<file path="src/rtl/exc_ctrl.sv">
// Exception/commit controller at the MEM->WB boundary: prioritises faults, interrupts and ERET,
// drives the CP0 exception-write port, flush and PC redirect. Optional exception counter: EXC_CNT_EN.
module exc_ctrl #(
    parameter logic [31:0] EXC_VECTOR   = 32'hBFC00380,
    parameter int unsigned FLUSH_CYCLES = 2
) (
    input  logic        clk,
    input  logic        rst,
    input  logic        stall,
    input  logic        m_valid,
    input  logic [31:0] m_pc,
    input  logic        m_is_branch,
    input  logic        m_adel_if,
    input  logic        m_ri,
    input  logic        m_ov,
    input  logic        m_sys,
    input  logic        m_bp,
    input  logic        m_adel_ld,
    input  logic        m_ades,
    input  logic [31:0] m_badaddr,
    input  logic        m_eret,
    input  logic [7:0]  intr_vect,
    input  logic [31:0] er_epc,
    output logic        cp0_we,
    output logic        cp0_bd,
    output logic        cp0_exl,
    output logic [4:0]  cp0_exc,
    output logic [31:0] cp0_epc,
    output logic [31:0] cp0_bva,
    output logic        flush,
    output logic        redirect,
    output logic [31:0] redirect_pc,
    output logic [31:0] exc_count
);

    typedef enum logic {IDLE, FLUSH} state_t;

    state_t      state, state_nx;
    logic [31:0] flush_cnt, flush_cnt_nx;
    logic        ds_flag, ds_flag_nx;
    logic        any_exc, take, take_exc;
    logic [4:0]  exc_code;
    logic        we_nx, exl_nx, bd_nx, redirect_nx;
    logic [4:0]  exc_nx;
    logic [31:0] epc_nx, bva_nx, redirect_pc_nx;

    assign any_exc  = (intr_vect != '0) | m_adel_if | m_ri | m_ov | m_sys | m_bp | m_adel_ld | m_ades;
    assign take     = (state == IDLE) & m_valid & ~stall & (any_exc | m_eret);
    assign take_exc = take & any_exc;
    assign flush    = (state == FLUSH);

    always_ff @(posedge clk) begin
        if (rst) begin
            state       <= IDLE;
            flush_cnt   <= '0;
            ds_flag     <= 1'b0;
            cp0_we      <= 1'b0;
            cp0_bd      <= 1'b0;
            cp0_exl     <= 1'b0;
            cp0_exc     <= '0;
            cp0_epc     <= '0;
            cp0_bva     <= '0;
            redirect    <= 1'b0;
            redirect_pc <= '0;
        end else begin
            state       <= state_nx;
            flush_cnt   <= flush_cnt_nx;
            ds_flag     <= ds_flag_nx;
            cp0_we      <= we_nx;
            cp0_bd      <= bd_nx;
            cp0_exl     <= exl_nx;
            cp0_exc     <= exc_nx;
            cp0_epc     <= epc_nx;
            cp0_bva     <= bva_nx;
            redirect    <= redirect_nx;
            redirect_pc <= redirect_pc_nx;
        end
    end

    always_comb begin
        state_nx     = state;
        flush_cnt_nx = flush_cnt;
        case (state)
            IDLE: begin
                if (take) begin
                    state_nx     = FLUSH;
                    flush_cnt_nx = 32'(FLUSH_CYCLES - 1);
                end
            end
            FLUSH: begin
                if (flush_cnt == '0) state_nx = IDLE;
                else                 flush_cnt_nx = flush_cnt - 32'd1;
            end
            default: state_nx = IDLE;
        endcase
    end

    always_comb begin
        exc_code = '0;
        if      (intr_vect != '0) exc_code = 5'd0;
        else if (m_adel_if)       exc_code = 5'd4;
        else if (m_ri)            exc_code = 5'd10;
        else if (m_ov)            exc_code = 5'd12;
        else if (m_sys)           exc_code = 5'd8;
        else if (m_bp)            exc_code = 5'd9;
        else if (m_adel_ld)       exc_code = 5'd4;
        else if (m_ades)          exc_code = 5'd5;
    end

    // cp0_bd/exc/bva double as the shadow copies: ERET leaves them untouched so CP0 keeps its fields.
    always_comb begin
        we_nx          = 1'b0;
        redirect_nx    = 1'b0;
        exl_nx         = cp0_exl;
        bd_nx          = cp0_bd;
        exc_nx         = cp0_exc;
        epc_nx         = cp0_epc;
        bva_nx         = cp0_bva;
        redirect_pc_nx = redirect_pc;
        ds_flag_nx     = ds_flag;
        if (take) begin
            we_nx       = 1'b1;
            redirect_nx = 1'b1;
            ds_flag_nx  = 1'b0;
            if (take_exc) begin
                exl_nx         = 1'b1;
                exc_nx         = exc_code;
                bd_nx          = ds_flag;
                epc_nx         = ds_flag ? (m_pc - 32'd4) : m_pc;
                redirect_pc_nx = EXC_VECTOR;
                if (intr_vect == '0) begin
                    if (m_adel_if)                 bva_nx = m_pc;
                    else if (!m_ri && !m_ov && !m_sys && !m_bp && (m_adel_ld || m_ades))
                                                   bva_nx = m_badaddr;
                end
            end else begin
                exl_nx         = 1'b0;
                epc_nx         = er_epc;
                redirect_pc_nx = er_epc;
            end
        end else if ((state == IDLE) && m_valid && !stall) begin
            ds_flag_nx = m_is_branch;
        end
    end

`ifdef EXC_CNT_EN
    always_ff @(posedge clk) begin
        if (rst)           exc_count <= '0;
        else if (take_exc) exc_count <= exc_count + 32'd1;
    end
`else
    assign exc_count = '0;
`endif

endmodule

</file>
<file path="config.mk">
export PLATFORM = sky130hd
export DESIGN_NAME = exc_ctrl
export DESIGN_NICKNAME = d
export VERILOG_FILES = /design/src/rtl/exc_ctrl.sv
export SDC_FILE = /design/constraint.sdc
export NUM_CORES = 1
export LEC_CHECK = 0
export ABC_AREA = 1
export CAP_MARGIN = 10
export CORE_UTILIZATION = 45
export CTS_CLUSTER_SIZE = 20
export DETAILED_ROUTE_END_ITERATION = 10
export PLACE_DENSITY_LB_ADDON = 0.3
export SKIP_LAST_GASP = 1
export SYNTH_ARGS = -nofsm -noshare
export SYNTH_HDL_FRONTEND = slang
export SYNTH_SLANG_ARGS = --single-unit
</file>
<file path="constraint.sdc">
create_clock -name clk -period 2.2 [get_ports clk]
set_input_delay 0.44 -clock clk [delete_from_list [all_inputs] [get_ports clk]]
set_output_delay 0.44 -clock clk [all_outputs]
set_load 0.005 [all_outputs]
</file>
======== Word-level counts from Yosys, hierarchy flattened ========
Cells that the tools add are included.
operators by class
  $mul .................................... 0
  divide/modulo/power cells ............... 0
  add/sub/neg operators ................... 2
  reduce and logical (&&, ||, !) cells .... 20
  equal/unequal tests ..................... 2
  order comparisons ....................... 0
  bitwise operators ....................... 14
  shift-type cells ........................ 0
  multiplexer cells ....................... 20
operators by type and width
  operator                                                               number
  32-bit two-way mux                                                     7
  32-bit case mux with 2 select lines                                    1
  32-bit logical NOT                                                     1
  32-bit by 1-bit subtractor with 32-bit output (second input constant)  1
  32-bit by 3-bit subtractor with 32-bit output (second input constant)  1
  4-bit two-way mux                                                      6
  8-bit logical NOT                                                      1
  1-bit bitwise OR                                                       8
  8-bit nonzero test                                                     1
  1-bit logical AND                                                      6
  3-bit two-way mux                                                      2
  1-bit logical NOT                                                      5
  1-bit bitwise AND                                                      4
  2-bit != test (second input constant)                                  2
  2-bit AND reduction                                                    2
  4-bit AND reduction                                                    1
  1-bit two-way mux                                                      3
  1-bit inverter                                                         2
  1-bit case mux with 2 select lines                                     1
  2-bit nonzero test                                                     1
  2-bit OR reduction                                                     1
  1-bit logical OR                                                       1
storage, ports and cells
  bits in read-only memories .............. 0
  latch bits .............................. 0
  output and inout port bits .............. 138
  memories kept ........................... 0
  RAM bits ................................ 0
  logic and storage cells ................. 68
  register bits after elaboration ......... 138
  bits of input ports ..................... 117

======== Logic depth before layout (Yosys ltp) ========
  depth after elaboration ................. 12
  depth in mapped cells ................... 13
  gate-level depth less buffers ........... 13

======== Worst setup path after synthesis ========
OpenSTA, ideal clock, no wires.
  kind .................................... input port to flip-flop
  from .................................... input port m_pc[2]
  to ...................................... register cp0_epc[26]
  required time ........................... 2.088 ns
  path buffers ............................ 0
  slack ................................... 0.412 ns
  stages on the path ...................... 13
  library setup time ...................... 0.112 ns
  arrival ................................. 1.676 ns
  cells stage by stage .................... inv_1 -> ha_1 -> nand2_1 -> inv_1 -> nand2_1 -> nor2_2 -> nand2_1 -> nor2_1 -> nand2_1 -> nand2_1 -> nand3_1 -> nand2_1 -> nand2_1
between the ends
  cells in the longest elaborated chain, start to end .. 3
ends and longest elaborated chain
  what                                           line  source
  from (decl)                                    11    input logic [31:0] m_pc,
  32-bit by 3-bit subtractor with 32-bit output  129   epc_nx = ds_flag ? (m_pc - 32'd4) : m_pc;
  32-bit two-way mux                             129
  32-bit two-way mux                             125   if (take_exc) begin
  to (signal assigned)                           73    cp0_epc <= epc_nx;
  to (decl)                                      28    output logic [31:0] cp0_epc,
Every way passes these cells.
A chain may end at the register's enable or synchronous reset.

======== Worst setup path after layout ========
  from .................................... register flush_cnt[0]
  to ...................................... register flush_cnt[18]
between the ends
  cells in the longest elaborated chain, start to end .. 3
  elaborated cells on any way between the ends .. 6
  those cells by class .................... 1 x add/sub; 1 x eq/ne; 2 x mux; 2 x reduce/logical
ends and longest elaborated chain
  what                                                                                 line    source
  from (decl)                                                                          39      logic [31:0] flush_cnt, flush_cnt_nx;
  from (signal assigned)                                                               67      flush_cnt <= flush_cnt_nx;
  32-bit by 1-bit subtractor with 32-bit output or 32-bit logical NOT (tied branches)  92, 91
  32-bit two-way mux or 2-bit != test (tied branches)                                  n/a
  32-bit case mux with 2 select lines or 2-bit AND reduction (tied branches)           n/a
Parallel ways exist; a longest one is shown, timed or not. The select of a mux whose other input is x is not followed.

==> impl_table.tex <==
\begin{tabular}{lr}
\hline
Metric & Value \\
\hline
\multicolumn{2}{l}{\textbf{Status}} \\
\quad Outcome & finished, final reports clean \\
\multicolumn{2}{l}{\textbf{Timing}} \\
\quad Final worst path period share & 90.1\% \\
\quad Max Clock Skew & 7.53 ps \\
\quad Maximum frequency from static timing analysis & 504 MHz \\
\quad Least setup slack across all paths after layout & 218 ps \\
\quad Setup repair after global routing missed its margin & no \\
\quad Total of endpoints with negative setup slack in the final report & 0 \\
\quad Final Max Slew Viols & 0 \\
\quad Min Clock Period, post-route & 1980 ps \\
\quad Hold violation total from the final report & 0 \\
\multicolumn{2}{l}{\textbf{Worst setup path}} \\
\quad Critical path origin & flush\_cnt[0]\$\_SDFFE\_PP0P\_ \\
\quad Signal arrival time at the worst endpoint & 2300 ps \\
\quad Critical path start-end classification & flip-flop to flip-flop \\
\quad Required time at the endpoint of the critical path & 2520 ps \\
\quad Startpoint kind of the worst setup timing path & flip-flop \\
\quad Critical Path Fanout Max & 6 \\
\quad R2R Path Start & flush\_cnt[0]\$\_SDFFE\_PP0P\_ \\
\quad Endpoint type of the worst setup path & flip-flop \\
\multicolumn{2}{l}{\textbf{Global routing}} \\
\quad GR Util All Layers & 28.6\% \\
\quad Total global routing overflow & 0 \\
\quad Pin count of the biggest net entering global routing & 65 \\
\quad Initial antenna violation count & 0 \\
\quad Global-route wire length before repair & 35900 um \\
\quad Via count of the first global-routing pass & 7295 \\
\multicolumn{2}{l}{\textbf{Clock network}} \\
\quad Clock sink total & 137 \\
\quad PostCTS Resize Cnt & 0 \\
\quad CTS Hold Buffers Added & 0 \\
\quad CTS H-tree depth & 4 \\
\quad Worst-path clk slew & 60 ps \\
\quad Clock tree from TritonCTS & done \\
\quad Buffers from clock root to sink, at most & 2 \\
\quad Setup repair bufs after CTS & 0 \\
\quad Cts bufs inserted & 17 \\
\quad Skew-Pair Late Insertion Delay & 420 ps \\
\quad Root Buffer Master & clkbuf\_16 \\
\multicolumn{2}{l}{\textbf{Die}} \\
\quad Number of standard-cell rows in the floorplan & 44 \\
\quad Overall die height & 126 um \\
\quad Horizontal die dimension & 126 um \\
\quad I/O pin count & 255 \\
\quad Total die area & 0.0159 mm2 \\
\quad Core ar. & 0.0148 mm2 \\
\quad Initial Utilization & 46.9\% \\
\multicolumn{2}{l}{\textbf{Yosys}} \\
\quad Most common cell in the netlist & nand2\_1 \\
\quad Share of Yosys cell area claimed by the top area cell type & 39.6\% \\
\quad Top cells by area in the synthesized netlist & dfxtp\_1, nand2\_1, nor2\_1, nand3\_1, o21ai\_0 \\
\quad Leading register cell type out of synthesis & dfxtp\_1 \\
\quad Yosys warning total & 0 \\
\quad Cell taking the most area after synthesis & dfxtp\_1 \\
\quad Unique cell type count in the Yosys netlist & 32 \\
\quad Flip-flop and latch count after synthesis & 137 \\
\quad Post-synthesis instance area & 0.00692 mm2 \\
\quad Ranking of synthesized cells by instance count & nand2\_1, nor2\_1, dfxtp\_1 \\
\quad FFs w/ async S/R, synth & 0\% \\
\quad Sequential fraction of the synthesis area & 39.6\% \\
\quad Number of cells produced by synthesis & 1045 \\
\quad Post-synthesis area per instance & 6.62 um2 \\
\quad EDFF count, synth & 0 \\
\multicolumn{2}{l}{\textbf{Power}} \\
\quad Part of the total power dissipated in sequential elements & 35.4\% \\
\quad Internal Pwr Total & 5320 uW \\
\quad Sw Pwr & 2860 uW \\
\quad Power per cell area & 815 mW/mm2 \\
\quad Switching power share of the total & 34.9\% \\
\quad Clock network power share & 33.7\% \\
\quad Overall Power & 8170 uW \\
\quad Worst ir drop on vdd & 0.000611 V \\
\quad Pleak & 0.00447 uW \\
\quad Comb power frac & 30.9\% \\
\multicolumn{2}{l}{\textbf{Detailed routing}} \\
\quad First-iteration detailed-routing DRC count & 426 \\
\quad Number of vias per cell & 5.13 \\
\quad Aggregate routed wire length & 22200 um \\
\quad Overall via count from detail\_route & 7639 \\
\quad Routed length per instance & 14.9 um \\
\quad Drc violations & 0 \\
\quad Routed Antenna Nets & 0 \\
\quad Count of TritonRoute iterations in the first routing pass & 5 \\
\multicolumn{2}{l}{\textbf{Cells and area}} \\
\quad Fillers & 1281 \\
\quad Area used by multi-input combinational logic & 0.00355 mm2 \\
\quad Layout cells sized above 1 & 8.58\% \\
\quad Area Growth Syn to Fin & 45.0\% \\
\quad N\_diodes & 0 \\
\quad Fin nets & 1411 \\
\quad Sequential cell area & 0.00274 mm2 \\
\quad Final core utilization & 68.0\% \\
\multicolumn{2}{l}{\textbf{Hold path}} \\
\quad Critical hold path startpoint & redirect\_pc[5]\$\_SDFFE\_PP0P\_ \\
\quad Worst Hold Class & flip-flop to flip-flop \\
\multicolumn{2}{l}{\textbf{Place}} \\
\quad Global placement routability congestion & 0.901 \\
\quad Port Buffers & 221 \\
\quad Place WS & -120 ps \\
\quad DP HPWL & 16800 um \\
\multicolumn{2}{l}{\textbf{Run}} \\
\quad Number of maximum-capacitance violations & 0 \\
\hline
\end{tabular}
==> worst paths after layout <==
check | cells after the start | endpoint | slack [ps]
min reg2reg | 2 | redirect_pc[5]$_SDFFE_PP0P_ | 450
max | 11 | flush_cnt[18]$_SDFFE_PP0P_ | 220
max reg2reg | 11 | flush_cnt[18]$_SDFFE_PP0P_ | 220
min | 2 | redirect_pc[5]$_SDFFE_PP0P_ | 450
==> per-layer routing <==
layer	track usage, %	part of all wire, %	vias up	wire length (um)
met4	12.5	3.1	0	681
met2	50.4	50	254	11100
met3	8.88	6.8	45	1500
li1	-	-	3833	-
met1	31.6	40	3507	8930
met5	0	0	-	0
==> cells by family (layout without fill, tap and decap cells) <==
logic type	after synthesis	after routing	synth area share, %
xor+xnor	4	4	0.506
buf+inv	139	367	10.8
compound gates	152	152	12.1
other cells	1	33	0.0542
simple gates	610	610	36.5
fa+ha+maj	2	2	0.361
flops	137	137	39.6
==> critical path, cell delays in order, from the launching register on <==
cell and delay [ps]:
dfxtp_1 320, inv_1 70, ha_1 260, nand2_1 150, nor2_1 280, nand2_1 170, nor2_1 200, nand2_1 80
nor2_1 140, nand3_1 90, nand2_1 70, nor2_1 40
==> power by group through the flow <==
stage / Clock (uW) / Sequential, uW / Combinational [uW]
final: 2760 / 2900 / 2520
after global routing: 2920 / 2930 / 2850
after CTS: 2790 / 2890 / 2510
after detailed placement: 0 / 2940 / 2500
after global placement: 0 / 2940 / 2450
after floorplan: 0 / 2910 / 1680
==> layout make-up <==
cell class,count,area share (%)
Multi-Input combinational cell,801,35.4
Sequential cell,137,27.3
Timing Repair Buffer,273,26.9
Clock buffer,20,4.65
Inverter,62,2.34
Tap cell,184,2.29
Clock inverter,12,1.03
==> metrics by stage <==
stage               TNS, ps  hold WS, ps  area (um2)  instances
floorplan                 0          446        7040       1077
global placement       -485          437        9460       1457
detailed placement    -3790          440        9460       1457
CTS                       0          453       10000       1489
global route              0          469       10000       1489
finish                    0          453       10000       1489
==> flip-flops by register name, indices dropped and copies added (netlist names) <==
register	cells
cp0_bva	32
cp0_epc	32
flush_cnt	32
redirect_pc	32
cp0_exc	4
cp0_bd	1
cp0_exl	1
ds_flag	1
flush	1
redirect	1
==> cell usage in the layout (no fill, tap or decap), types with 2 or more instances in the layout <==
cell type / instances
nand3_1: 107
o21ai_0: 67
clkinv_4: 4
inv_2: 4
buf_4: 44
nor4_1: 2
nand3b_1: 3
inv_6: 6
buf_12: 8
clkbuf_8: 3
nand2_1: 308
clkbuf_16: 17
nor2_1: 157
a31oi_1: 33
ha_1: 2
nor3_1: 7
a21oi_2: 6
conb_1: 33
dfxtp_1: 137
inv_1: 57
clkdlybuf4s50_1: 221
nor2_4: 3
a21oi_1: 43
nor2_2: 6
nand4_1: 8
or2_2: 2
nand2_2: 5
xor2_1: 4
No activity file was read; power rests on OpenSTA's default activity.
